$ cat src/rtl/clk_tick_monitor.sv
// clk_tick_monitor: measures the half-period of an asynchronous slow square
// wave in clk_in cycles, flags out-of-tolerance measurements and stalls.
// Optional build macro CLK_TICK_MONITOR_EDGE_CNT_EN enables the 16-bit
// edge counter; without it edge_count is tied to zero.
//
// state | meaning
// IDLE  | after reset, no edge seen yet; first edge is never measured
// TRACK | at least one edge seen; each further edge yields a measurement
// FAULT | no edge for TIMEOUT cycles; stall asserted, next edge unmeasured
module clk_tick_monitor #(
   parameter int EXP_HALF = 1000001,
   parameter int TOL      = 16,
   parameter int TIMEOUT  = 2000002
) (
   input  logic        clk_in,
   input  logic        rst,
   input  logic        clk_slow,
   input  logic        clr,
   output logic        rise_pulse,
   output logic        fall_pulse,
   output logic [21:0] half_period,
   output logic        meas_valid,
   output logic        err_freq,
   output logic        stall,
   output logic [15:0] edge_count
);

   localparam logic [21:0] CNT_MAX = '1;
   localparam logic [21:0] LIM_HI  = 22'(EXP_HALF + TOL);
   localparam logic [21:0] LIM_LO  = (TOL >= EXP_HALF) ? 22'd0 : 22'(EXP_HALF - TOL);
   localparam logic [21:0] TMO     = 22'(TIMEOUT);

   typedef enum logic [1:0] {
      IDLE  = 2'd0,
      TRACK = 2'd1,
      FAULT = 2'd2
   } state_e;

   state_e      state_q, state_d;
   logic        s1_q, s2_q, s3_q;
   logic        edge_det;
   logic [21:0] cnt_q, cnt_d;
   logic        meas;
   logic        out_of_tol;
   logic        rise_q, fall_q, mv_q, err_q, err_d;
   logic [21:0] hp_q, hp_d;

   assign edge_det   = s2_q ^ s3_q;
   assign out_of_tol = (cnt_q > LIM_HI) || (cnt_q < LIM_LO);

   // Two-flop synchroniser plus history flop for edge detection.
   always_ff @(posedge clk_in or negedge rst) begin
      if (!rst) begin
         s1_q <= 1'b0;
         s2_q <= 1'b0;
         s3_q <= 1'b0;
      end else begin
         s1_q <= clk_slow;
         s2_q <= s1_q;
         s3_q <= s2_q;
      end
   end

   // Interval counter restarts at 1 on every edge and saturates at full scale.
   always_comb begin
      cnt_d = cnt_q;
      if (edge_det)
         cnt_d = 22'd1;
      else if (cnt_q != CNT_MAX)
         cnt_d = cnt_q + 22'd1;
   end

   // Next-state logic; an edge always takes priority over the timeout.
   always_comb begin
      state_d = state_q;
      meas    = 1'b0;
      case (state_q)
         IDLE: begin
            if (edge_det)
               state_d = TRACK;
            else if (cnt_q >= TMO)
               state_d = FAULT;
         end
         TRACK: begin
            if (edge_det)
               meas = 1'b1;
            else if (cnt_q >= TMO)
               state_d = FAULT;
         end
         FAULT: begin
            if (edge_det)
               state_d = TRACK;
         end
         default: state_d = IDLE;
      endcase
   end

   // Measurement capture and sticky error; a new error outranks clr.
   always_comb begin
      hp_d  = meas ? cnt_q : hp_q;
      err_d = err_q;
      if (meas && out_of_tol)
         err_d = 1'b1;
      else if (clr)
         err_d = 1'b0;
   end

   // State, counter and registered outputs.
   always_ff @(posedge clk_in or negedge rst) begin
      if (!rst) begin
         state_q <= IDLE;
         cnt_q   <= '0;
         rise_q  <= 1'b0;
         fall_q  <= 1'b0;
         mv_q    <= 1'b0;
         hp_q    <= '0;
         err_q   <= 1'b0;
      end else begin
         state_q <= state_d;
         cnt_q   <= cnt_d;
         rise_q  <= s2_q & ~s3_q;
         fall_q  <= ~s2_q & s3_q;
         mv_q    <= meas;
         hp_q    <= hp_d;
         err_q   <= err_d;
      end
   end

   assign rise_pulse  = rise_q;
   assign fall_pulse  = fall_q;
   assign meas_valid  = mv_q;
   assign half_period = hp_q;
   assign err_freq    = err_q;
   assign stall       = (state_q == FAULT);

`ifdef CLK_TICK_MONITOR_EDGE_CNT_EN
   logic [15:0] ecnt_q;

   // Free-running edge counter, wraps naturally at 16 bits.
   always_ff @(posedge clk_in or negedge rst) begin
      if (!rst)
         ecnt_q <= '0;
      else if (edge_det)
         ecnt_q <= ecnt_q + 16'd1;
   end

   assign edge_count = ecnt_q;
`else
   assign edge_count = '0;
`endif

endmodule

$ cat config.mk
export PLATFORM = sky130hd
export DESIGN_NAME = clk_tick_monitor
export DESIGN_NICKNAME = d
export VERILOG_FILES = /design/src/rtl/clk_tick_monitor.sv
export SDC_FILE = /design/constraint.sdc
export NUM_CORES = 1
export LEC_CHECK = 0
export ABC_AREA = 1
export BUFFER_PORTS_ARGS = -buffer_cell sky130_fd_sc_hd__buf_2
export CORE_ASPECT_RATIO = 0.75
export CORE_UTILIZATION = 25
export CTS_CLUSTER_SIZE = 10
export DETAILED_ROUTE_END_ITERATION = 10
export PLACE_DENSITY = 0.53
export SLEW_MARGIN = 20
export SYNTH_ARGS = -nofsm -noshare
export SYNTH_HDL_FRONTEND = slang
export SYNTH_SLANG_ARGS = --single-unit
$ cat constraint.sdc
create_clock -name clk_in -period 2.42 [get_ports clk_in]
set_clock_uncertainty 0.1 [all_clocks]
set_input_delay 0.605 -clock clk_in [delete_from_list [all_inputs] [get_ports clk_in]]
set_output_delay 0.605 -clock clk_in [all_outputs]
set_load 0.01 [all_outputs]
==> results.md <==
- Syn Area/Cell: 7.50 sq um
- Fin cells: 556
- Failing checks: design-rule violations
- Count of cell types in the netlist: 27
- Pre-antenna DRT Iters: 9
- Antenna Nets Post-Route: 0
- WS Path Type: flop to flop
- Vias in the first global route: around 2,300
- I/O Pins: 47
- Leak: 1.67 nW
- Number of H-tree levels: 2
- R2R Setup Slk: between 300 and 400 ps
- CP arrival: 2210 ps
- Clock Latency Late Sink: 300 ps
- Root buf cell: clkbuf_16
- DR DRC count: 4
- Gate Count Post-Synth: 382
- Synth top area share: 0.463
- CTS tree: built
- Fraction of layout cells with a size suffix above 1: 0.135
- Nets: 425
- Placer Congestion: slightly below 0.9
- Maximum clock rate: 473 MHz
- Inserted Diodes: 0
- Status: finished with violations
- Area leader, netlist: dfrtp_1
- WL per Instance: 13.7 um
- MaxCap Viol Count: 0
- Chip width: between 100 and 150 um
- Final Hold Violating Endpoints: 0
- Seq pwr share: 0.474
- Sequential Area: around 1300 sq um
- First-pass GRT wire length: 12.4 mm
- Total Routing Usage GR: 0.138
- CTS Buf Count: 5
- Final wirelength: about 7.6 mm
- VDD IR max: 0.000373 V
- Longest Clk Path Bufs: 2
- Comb pwr share: 0.106
- Int Power: 1.50 mW
- Setup tns final: 0 ps
- Worst setup SP type: flop
- # placed instances: 548
- RSZ-0062 raised after global routing: false
- Initial DRC Count: 279
- DPL Wire Length: 5.69 mm
- Clock power share: 0.420
- Syn. warnings: 0
- PwrDens: 604 nW/um^2
- Vias: 2,512
- Switching Share: 0.253
- Largest net degree at the start of global routing: 46
- Crit. End Element: flop
- Critical path peak fanout: 12
- Design area: 3310 sq um
- Vias per cell: 4.52
- Core ar.: 11,000 sq um
- Initial antenna violation count: 0
- Area of the multi-input gates: about 1300 sq um
- # fillers: about 1,200
- Hold Crit Class: input port to asynchronous set/reset pin
- Minimum clock period: 2110 ps
- Final worst-path cycle share: 0.873
- Placed inst area: 3140 sq um
- Switching power: 0.507 mW
- Post-CTS Hold Fix Bufs: 0
- Required @ worst endpoint: 2520 ps
- Final Slew Violations: 0
- # setup viols final: 0
- Largest cells by area after synthesis: dfrtp_1 (46%), nand2_1 (15%), nor2_1 (6.3%)
- Synth-to-Final Area Change: 15.6%
- Die height: ~95 um
- Rows: 33
- Synthesized area: roughly 2900 sq um
- PostCTS Resize Cnt: 0
- Seq cells post-synth: 53
- Die area: 11,900 sq um
- PortBufs: 30
- Clk slew on worst S/H paths: 70 ps
- Initial core utilization: 0.260
- Post CTS Setup Buffer Count: 0
- Grt ovf: 0
- CTS Sinks: 53
- Sequential area share after synthesis: 0.463
-- placed cells by master (no fill, tap or decap) --
cell type  count
clkbuf_1       1
bufinv_16      1
nand3_2        1
a21oi_1        7
nor2_2         3
inv_1         37
nand3_1       31
buf_2         30
clkbuf_16      5
nor3_1         3
buf_4          5
dfrtp_1       53
nand2_1      116
nand2_2        3
nand3b_1       2
clkbuf_8       1
o31ai_1        4
inv_2          1
a31oi_1        1
ha_1           6
nor2_1        48
nor2_4         1
o21ai_2        2
nor3_2         1
conb_1        16
nor3_4         1
buf_12         1
o21ai_0       31
nand4_1        4
-- worst max-delay path: stages (launching register included) --
cell	delay, ps
dfrtp_1	470
ha_1	300
nand2_2	100
nor2_4	150
nand2_2	120
nor3_4	190
nand3_2	230
buf_4	260
o31ai_1	70
-- cell usage after synthesis (all sizes together) --
cell    count
nand4       4
clkbuf      5
nor3        5
nor2       52
ha          6
o21ai      33
nand2     119
nand3      32
conb        1
inv        38
dfrtp      53
o31ai       4
nand3b      2
a21oi       7
a31oi       1
buf        20
-- state kept, by name, summed over array words and instances (netlist names) --
| name | flops |
|---|---|
| fall_pulse | 1 |
| cnt_q | 22 |
| s1_q | 1 |
| half_period | 22 |
| s3_q | 1 |
| s2_q | 1 |
| meas_valid | 1 |
| rise_pulse | 1 |
| state_q | 2 |
| err_freq | 1 |
-- layer usage --
layer	share of wire	wire (um)	vias to the layer above	GRT usage
met5	0	0	-	0
met4	0.0072	55	0	0.0335
met3	0.083	632	5	0.0334
met2	0.41	3120	82	0.198
met1	0.50	3790	1178	0.204
li1	-	-	1247	-
-- area by class of cell --
class / instances / area share
Clock inverter: 1 / 0.00906
Multi-Input combinational cell: 281 / 0.389
Clock buffer: 7 / 0.0430
Tap cell: 140 / 0.0529
Sequential cell: 53 / 0.400
Inverter: 38 / 0.0430
Timing Repair Buffer: 36 / 0.0627
-- cells by family after synthesis --
family                     synth area share
AOI/OAI and AO/OA                    0.0851
adders and majority gates            0.0262
buffers and inverters                 0.107
DFF                                   0.463
other                               0.00131
and+or+nand+nor                       0.318
-- through the flow --
stage	hold WS [ps]	worst slack [ps]	utilization	total power, mW
after floorplan	209	715	-	1.10
after global placement	233	389	0.285	1.17
after detailed placement	241	313	0.285	1.18
after CTS	69.7	299	0.301	2.03
after global routing	78.1	118	0.301	2.09
final	66.4	307	0.301	2.00
-- power groups by stage --
stage | sequential [mW] | combinational, mW | clock [mW]
global placement | 0.962 | 0.212 | 0
global route | 0.953 | 0.242 | 0.899
CTS | 0.948 | 0.215 | 0.867
floorplan | 0.968 | 0.131 | 0
finish | 0.949 | 0.213 | 0.841
detailed placement | 0.965 | 0.215 | 0
-- path summary, 6_finish.rpt --
kind / from / to / cells past startpoint
setup / recovery: cnt_q[0]$_DFFE_PN0P_ / cnt_q[6]$_DFFE_PN0P_ / 8
hold / removal: rst / s1_q$_DFF_PN0_ / 1
setup reg to reg: cnt_q[0]$_DFFE_PN0P_ / cnt_q[6]$_DFFE_PN0P_ / 8
hold reg to reg: s1_q$_DFF_PN0_ / s2_q$_DFF_PN0_ / 0
max in group asynchronous: rst / half_period[1]$_DFFE_PN0P_ / 2
min in group clk_in: s1_q$_DFF_PN0_ / s2_q$_DFF_PN0_ / 0
Power figures use the tool's default switching activity.
